File: src/rtl/esplink_apb_arb.sv
// rtl/esplink_apb_arb.sv - round-robin APB arbiter sharing one slave port, with transfer watchdog
module esplink_apb_arb #(
    parameter int NMST    = 2,
    parameter int APB_DW  = 32,
    parameter int APB_AW  = 32,
    parameter int TIMEOUT = 255
) (
    input  logic                     clk,
    input  logic                     rstn,
    input  logic [NMST-1:0]          m_psel,
    input  logic [NMST-1:0]          m_penable,
    input  logic [NMST-1:0]          m_pwrite,
    input  logic [NMST*APB_AW-1:0]   m_paddr,
    input  logic [NMST*APB_DW-1:0]   m_pwdata,
    output logic [NMST-1:0]          m_pready,
    output logic [NMST-1:0]          m_pslverr,
    output logic [APB_DW-1:0]        m_prdata,
    output logic                     s_psel,
    output logic                     s_penable,
    output logic                     s_pwrite,
    output logic [APB_AW-1:0]        s_paddr,
    output logic [APB_DW-1:0]        s_pwdata,
    input  logic                     s_pready,
    input  logic                     s_pslverr,
    input  logic [APB_DW-1:0]        s_prdata,
    output logic                     busy,
    output logic [$clog2(NMST)-1:0]  gnt
);

    localparam int GW = $clog2(NMST);
    localparam int CW = (TIMEOUT > 0) ? $clog2(TIMEOUT + 1) : 1;

    typedef enum logic [1:0] {IDLE, SETUP, ACCESS} state_t;

    state_t         state;
    logic [GW-1:0]  last_gnt;
    logic [GW-1:0]  nxt;
    logic           found;
    logic [CW-1:0]  wcnt;
    logic           timeout_hit;
    logic           xfer_done;
    logic           unused_penable;

    // Masters follow APB on their own; penable carries no information the arbiter needs.
    assign unused_penable = ^m_penable;

    // Winner is the requester at the smallest rotational distance past last_gnt.
    always_comb begin
        int best_d;
        int d;
        nxt    = '0;
        found  = |m_psel;
        best_d = NMST;
        d      = 0;
        for (int i = 0; i < NMST; i++) begin
            if (m_psel[i]) begin
                d = (i + NMST - 1 - int'(last_gnt)) % NMST;
                if (d < best_d) begin
                    best_d = d;
                    nxt    = GW'(i);
                end
            end
        end
    end

    assign timeout_hit = (TIMEOUT != 0) && (wcnt == CW'(TIMEOUT));
    assign xfer_done   = (state == ACCESS) && (s_pready || timeout_hit);

    // A master that abandoned its request mid-transfer gets no completion pulse.
    always_comb begin
        m_pready  = '0;
        m_pslverr = '0;
        m_prdata  = '0;
        if (xfer_done && m_psel[gnt]) begin
            m_pready[gnt]  = 1'b1;
            m_pslverr[gnt] = s_pready ? s_pslverr : 1'b1;
            if (s_pready) begin
                m_prdata = s_prdata;
            end
        end
    end

    always_ff @(posedge clk or negedge rstn) begin
        if (!rstn) begin
            state     <= IDLE;
            s_psel    <= 1'b0;
            s_penable <= 1'b0;
            s_pwrite  <= 1'b0;
            s_paddr   <= '0;
            s_pwdata  <= '0;
            busy      <= 1'b0;
            gnt       <= '0;
            last_gnt  <= GW'(NMST - 1);
            wcnt      <= '0;
        end else begin
            case (state)
                IDLE: begin
                    if (found) begin
                        gnt      <= nxt;
                        last_gnt <= nxt;
                        s_paddr  <= m_paddr[int'(nxt)*APB_AW +: APB_AW];
                        s_pwdata <= m_pwdata[int'(nxt)*APB_DW +: APB_DW];
                        s_pwrite <= m_pwrite[nxt];
                        s_psel   <= 1'b1;
                        busy     <= 1'b1;
                        state    <= SETUP;
                    end
                end
                SETUP: begin
                    s_penable <= 1'b1;
                    wcnt      <= '0;
                    state     <= ACCESS;
                end
                ACCESS: begin
                    if (xfer_done) begin
                        s_psel    <= 1'b0;
                        s_penable <= 1'b0;
                        busy      <= 1'b0;
                        state     <= IDLE;
                    end else if (wcnt != '1) begin
                        wcnt <= wcnt + CW'(1);
                    end
                end
                default: state <= IDLE;
            endcase
        end
    end

endmodule

File: config.mk
export PLATFORM = sky130hd
export DESIGN_NAME = esplink_apb_arb
export DESIGN_NICKNAME = d
export VERILOG_FILES = /design/src/rtl/esplink_apb_arb.sv
export SDC_FILE = /design/constraint.sdc
export NUM_CORES = 1
export LEC_CHECK = 0
export BUFFER_PORTS_ARGS = -buffer_cell sky130_fd_sc_hd__buf_2
export CAP_MARGIN = 20
export CORE_AREA = 2 2 107 109
export DETAILED_ROUTE_END_ITERATION = 10
export DIE_AREA = 0 0 109 111
export PLACE_DENSITY = 0.85
export SLEW_MARGIN = 10
export SYNTH_ARGS = -nofsm -noshare
export SYNTH_HDL_FRONTEND = slang
export SYNTH_SLANG_ARGS = --single-unit
export TNS_END_PERCENT = 100
File: constraint.sdc
create_clock -name clk -period 5.42 [get_ports clk]
set_clock_uncertainty 0.05 [all_clocks]
set_input_delay 0.542 -clock clk [delete_from_list [all_inputs] [get_ports clk]]
set_output_delay 0.542 -clock clk [all_outputs]
set_load 0.03 [all_outputs]
==> results.cfg, run 1 <==
[sta]
maxSlewViolCount = 0
setup_ws_ps = 2420
rsz0062_at_grt = false
finalHoldViolations = 0
whs_ps = 341
timing.setup.tns_ps = 0
fin_crit_ps = 3000
setup_viol = 0
max_clock_freq_mhz = 333
fin_crit_sh = 0.554
worstMarginPinSlew_ps = 964
relSlewSlack = 0.358

[cts]
cts.clk_slew.worst_paths_ps = 60
cts_tree = done
htreeDepth = 3
cts.hold.buffers_added = 0
ctsResizeCount = 0
cts.path.max_buffers = 2
cts_made_buffers = 9
cts_root_buffer = clkbuf_16
cts_setup_buffers = 0
insertion_delay_ps = 330
numClockSinks = 79

[floorplan]
die_x_um = 109
io_pins = 275
die_y_um = 111
rows = 39
fp.coreArea_um2 = 11100
die-area_um2 = 12100
initial_core_util = 0.366

[global_routing]
gr-total-overflow = 0
grt_max_degree = 80
grt_pass1_vias = 3635
grtUsageTotal = 0.169
grt_pass1_wl_um = 16100
antenna_found_initial = 0

[layout]
nets = 846
n_antenna_cell = 0
final_cells = 820
layout.cells.most_common = buf_2
drive_gt1_frac = 0.446
syn2layout_area_growth_pct = 43.3
mostFrequentLayoutCells = buf_2, dfrtp_1, nand2_1

[synth]
synthCells = 413
yosysUniqueCellTypes = 37
synth_nets = 587
synth_top_area_share = 0.481
ys_seq_area_frac = 0.488
ys_seq_elements = 79
yosysWarnings = 0
syn_area_um2 = 4060
avgSynthCellArea_um2 = 9.82
synth_largest_area_cell = dfrtp_1
synthTopCellsByArea = dfrtp_1, mux2i_1, nand2_1

[worst_setup_path]
reg2reg_from = wcnt[0]$_DFFE_PN0P_
path_delay_family = simple AND/OR/NAND/NOR gates
r2r_end = state[1]$_DFFE_PN0P_
setup.worst_path.class = flop to output pin
worstSetupEndpointType = output pin
critPathRequiredTime_ps = 4830
cp-start-kind = flop
slowest_delay_ps = 480
cp_data_arrival_time_ps = 2410
slowest_stage = ha_1
reg2reg_slack_ps = 3530
critical_path.max_fanout = 22
crit_buf_inv = 3
crit_chain = inv_1 > ha_1 > nand2_1 > nor2_1 > buf_6 > and2_1 > buf_2
r2r_cells = 5

[pwr]
max-vdd-ir-drop_mv = 0.266
power.density_nw_per_um2 = 546
p_leak_uw = 0.00312
total_power_uw = 3170

[drt]
via_per_inst = 4.73
post_drt_wl_per_cell_um = 12.8
first_pass_iters = 4
routed_wl_um = 10500
ant_nets = 0
drcViolationCount = 0
num_vias = 3878
drt_iter0_markers = 146

[placement]
port-buffer-count = 272
pre_cts_ws_ps = 2810
dpl.hpwl_um = 8140
gp_congestion = 0.804
dpl.cell_count = 804

[status]
status = finished clean

[min_path]
hold_path_class = input port to asynchronous set/reset pin

[job]
max-cap-violations = 0
[cells by family after synthesis]
kind of cell | count (synthesis) | synth area share
adder cells (fa/ha/maj) | 4 | 0.0123
AND/OR/NAND/NOR | 133 | 0.158
buffers and inverters | 34 | 0.0444
AO/OA/AOI/OAI | 96 | 0.132
flip-flops | 79 | 0.488
multiplexers | 67 | 0.166
[power breakdown]
| part | internal (µW) | switching, µW |
|---|---|---|
| Clock | 401 | 223 |
| Combinational | 478 | 1080 |
| Sequential | 858 | 133 |
[sequential cells by signal (all words and copies together), names as in the netlist]
name       flops
s_paddr       32
s_pwdata      32
wcnt           8
state          2
busy           1
gnt            1
last_gnt       1
s_penable      1
s_pwrite       1
[routing by layer]
metal	wire (µm)	global-route usage	vias to the layer above
met2	5400	0.314	183
met4	131	0.0624	0
met3	887	0.0312	11
met5	0	0	-
met1	4060	0.187	1722
li1	-	-	1962
[area by class of cell]
| class | count | area (µm²) |
|---|---|---|
| Multi-Input combinational cell | 300 | 1920 |
| Fill cell | 1031 | 5260 |
| Clock buffer | 10 | 229 |
| Inverter | 5 | 18.8 |
| Clock inverter | 6 | 85.1 |
| Timing Repair Buffer | 277 | 1410 |
| Sequential cell | 79 | 1980 |
| Tap cell | 143 | 179 |
[Yosys cell counts]
| library cell | instances |
|---|---|
| o211ai_1 | 1 |
| buf_2 | 12 |
| o21ai_1 | 40 |
| a22o_1 | 2 |
| nand2_1 | 71 |
| inv_1 | 5 |
| o221ai_1 | 1 |
| mux2i_1 | 66 |
| nand4_1 | 4 |
| o31ai_1 | 1 |
| nor2b_1 | 3 |
| ha_1 | 4 |
| a21oi_1 | 12 |
| a21boi_2 | 1 |
| o21ai_0 | 28 |
| a31oi_1 | 3 |
| o22ai_1 | 1 |
| a21o_4 | 1 |
| nor2_1 | 6 |
| and3_4 | 1 |
| buf_6 | 4 |
| a41oi_1 | 1 |
| nor3_1 | 3 |
| o41ai_1 | 2 |
| dfstp_2 | 1 |
| clkbuf_1 | 11 |
| and4_4 | 1 |
| nand3_1 | 7 |
| and2_1 | 32 |
| or4_1 | 1 |
| nand2b_1 | 2 |
| buf_4 | 2 |
| nor3b_1 | 1 |
| a31o_2 | 2 |
| and3_2 | 1 |
| mux2_2 | 1 |
| dfrtp_1 | 78 |
[per-stage QoR]
stage	utilization	cell area [µm²]
final	0.525	5810
after global routing	0.525	5810
after CTS	0.525	5810
after detailed placement	0.496	5500
after global placement	0.495	5490
after floorplan	-	4060
[worst reg2reg max path, delay by kind of cell, from the launching register on]
| kind | cells | cell delay (ps) |
|---|---|---|
| AOI/OAI and AO/OA | 2 | 530 |
| adders and majority gates | 1 | 250 |
| DFF | 1 | 430 |
| muxes | 1 | 300 |
| and+or+nand+nor | 1 | 200 |
[worst max path at each step]
stage | to | startpoint | cells past startpoint
final | m_prdata[3] | state[0]$_DFFE_PN0P_ | 7
after global routing | m_prdata[24] | state[0]$_DFFE_PN0P_ | 7
after CTS | m_prdata[21] | state[0]$_DFFE_PN0P_ | 7
after detailed placement | m_prdata[21] | state[0]$_DFFE_PN0P_ | 7
after global placement | m_prdata[21] | state[0]$_DFFE_PN0P_ | 6
after floorplan | m_pready[0] | wcnt[0]$_DFFE_PN0P_ | 4
Note: power is estimated with default switching activity, not from simulation.
==> run 2: changes to the inputs <==
ABC_AREA = 1   (was default)
CORE_AREA = default   (was 2 2 107 109)
CORE_MARGIN = 1.5   (was default)
CORE_UTILIZATION = 38   (was default)
DIE_AREA = default   (was 0 0 109 111)
PLACE_DENSITY = 0.89   (was 0.85)
clock period = 2.6 ns   (was 5.42 ns; I/O delays follow)
==> run 2 against run 1 <==
Effect of this change: worst hold slack lost 240 ps; core utilization grew 3.0 points; area after synthesis rose by 1.6%; global-route usage grew 5.2 points; total power grew 110%; largest cell class unchanged; cell count up 16%; combinational power is 120% higher; highest routed layer unchanged; sequential share of layout area grew 0.18 points; sequential cell count stayed put.
==> results.cfg, run 2 <==
[status]
status = finished clean

[global_routing]
antenna_found_initial = 3
grt_max_degree = 75
grtUsageTotal = 0.221
grt_pass1_wl_um = 19800
gr-total-overflow = 0
grt_pass1_vias = 4241

[drt]
drcViolationCount = 0
first_pass_iters = 5
via_per_inst = 4.79
ant_nets = 0
routed_wl_um = 12800
post_drt_wl_per_cell_um = 13.4
num_vias = 4569
drt_iter0_markers = 355

[cts]
cts_made_buffers = 9
cts.clk_slew.worst_paths_ps = 90
htreeDepth = 3
numClockSinks = 79
cts_tree = done
cts.path.max_buffers = 2
cts_root_buffer = clkbuf_8
insertion_delay_ps = 340
ctsResizeCount = 0
cts_setup_buffers = 0

[synth]
ys_seq_elements = 79
synthCells = 557
synth-compound-area-share = 0.112
synth_most_common_cell = nand2_1
synthTopCellsByCount = nand2_1, nor2_1, dfrtp_1
avgSynthCellArea_um2 = 7.40
muxShareOfSynthArea = 0
synth_largest_area_cell = dfrtp_1
yosysWarnings = 0
synth-edff-count = 0
synth-xor-area-share = 0
syn_area_um2 = 4120
synth_top_family_by_area = simple AND/OR/NAND/NOR gates
synth_top_area_share = 0.474
ys_seq_area_frac = 0.480
yosysUniqueCellTypes = 24
synthAdderAreaFrac = 0.0121
synth_nets = 731
yosys.area_share.simple = 0.328
synthTopCellsByArea = dfrtp_1, nand2_1, nor2_1
yosys_most_used_dff = dfrtp_1
synthArstFlopShare = 1.00

[worst_setup_path]
critical_path.max_fanout = 35
slowest_delay_ps = 400
slowest_stage = dfrtp_1
worstSetupEndpointType = output pin
setup.worst_path.class = flop to output pin
cpMostUsedCell = nor2_1
critPathRequiredTime_ps = 2290
crit_chain = ha_1 > nand2_2 > nor2_1 > nand2_1 > nand2_4 > nand3_4 > nor2_1 > buf_2
cp-start-kind = flop
cp_data_arrival_time_ps = 2050

[layout]
largestRegisters = s_paddr x32, s_pwdata x32, wcnt x8
layout.cells.most_common = buf_2
syn2layout_area_growth_pct = 40.3
mostFrequentLayoutCells = buf_2, nand2_1, nor2_1
nets = 983
drive_gt1_frac = 0.375

[floorplan]
initial_core_util = 0.396
rows = 37
fp.coreArea_um2 = 10400
die-area_um2 = 11500
die_y_um = 107
die_x_um = 107
io_pins = 275

[pwr]
max-vdd-ir-drop_mv = 0.690
p_leak_uw = 0.00304
power.density_nw_per_um2 = 1150

[sta]
finalHoldViolations = 0
whs_ps = 96.6
maxSlewViolCount = 0
setup_viol = 0
timing.setup.tns_ps = 0
relSlewSlack = 0.517
fin_crit_sh = 0.908
max_clock_freq_mhz = 423
rsz0062_at_grt = false
worstMarginPinSlew_ps = 725
fin_crit_ps = 2360

[placement]
dpl.hpwl_um = 9620
gp_congestion = 0.854
port-buffer-count = 272

[job]
max-cap-violations = 0

[min_path]
hold_path_class = input port to flop
## run 2: changes by cell type after synthesis, moves of 12 or more
cell and delta:
o21ai_1 -40, inv_1 +12, o21ai_0 -24, and2_1 -32
a31oi_1 +62, nand2_1 +144, mux2i_1 -66, nor2_1 +106
## run 2: layer usage
layer	global-route usage	vias to the layer above	routed length, µm
li1	-	2283	-
met1	0.248	2028	4940
met2	0.387	229	6230
met3	0.0492	29	1150
met4	0.121	0	491
met5	0	-	0
## run 2: critical path, delay by kind of cell (launching register included)
kind          cells  cell delay, ps
fa+ha+maj         1             200
buf+inv           1             220
flops             1             400
simple gates      6             880
## run 2: area by class of cell
type	instances	area, µm²
sequential	79	1980
clock buffer	9	124
tap	136	170
antenna	3	7.51
fill	1002	4630
clock inverter	7	104
timing repair buffer	279	1460
inverter	17	63.8
multi-input combinational	423	1880
## run 2: timing repair
item                       CTS  global route
hold endpoints to repair    31             0
setup endpoints to repair    0             0
hold buffers                 1             0
## run 2: through the flow
stage | setup WS [ps] | power, µW | cells | utilization | area (µm²)
global placement | 699 | 5540 | 933 | 0.532 | 5540
detailed placement | 617 | 5630 | 933 | 0.532 | 5540
finish | 238 | 6640 | 953 | 0.555 | 5780
CTS | 214 | 6690 | 950 | 0.554 | 5770
global route | 35.0 | 7090 | 952 | 0.555 | 5780
floorplan | 726 | 4570 | 557 | - | 4120
## run 2: cells by family after synthesis
kind of cell / Yosys count
AOI/OAI and AO/OA: 74
adders and majority gates: 4
buffers and inverters: 55
DFF: 79
and+or+nand+nor: 345
## run 2: worst paths after layout
kind	from	to	slack, ps	cells after the start
max reg2reg	state[0]$_DFFE_PN0P_	s_paddr[1]$_DFFE_PN0P_	820	6
max in group asynchronous	rstn	s_pwdata[11]$_DFFE_PN0P_	1550	3
max	wcnt[0]$_DFFE_PN0P_	m_prdata[29]	240	8
min in group asynchronous	rstn	s_paddr[18]$_DFFE_PN0P_	340	2
min	m_pwdata[22]	s_pwdata[22]$_DFFE_PN0P_	100	3
min reg2reg	s_penable$_DFFE_PN0P_	s_penable$_DFFE_PN0P_	460	2
## run 2: power by group
part           internal [µW]  switching, µW  leakage (µW)
clock network            552            490      0.000108
logic                   1040           2440       0.00203
registers               1800            312      0.000907
total                   3390           3250       0.00304
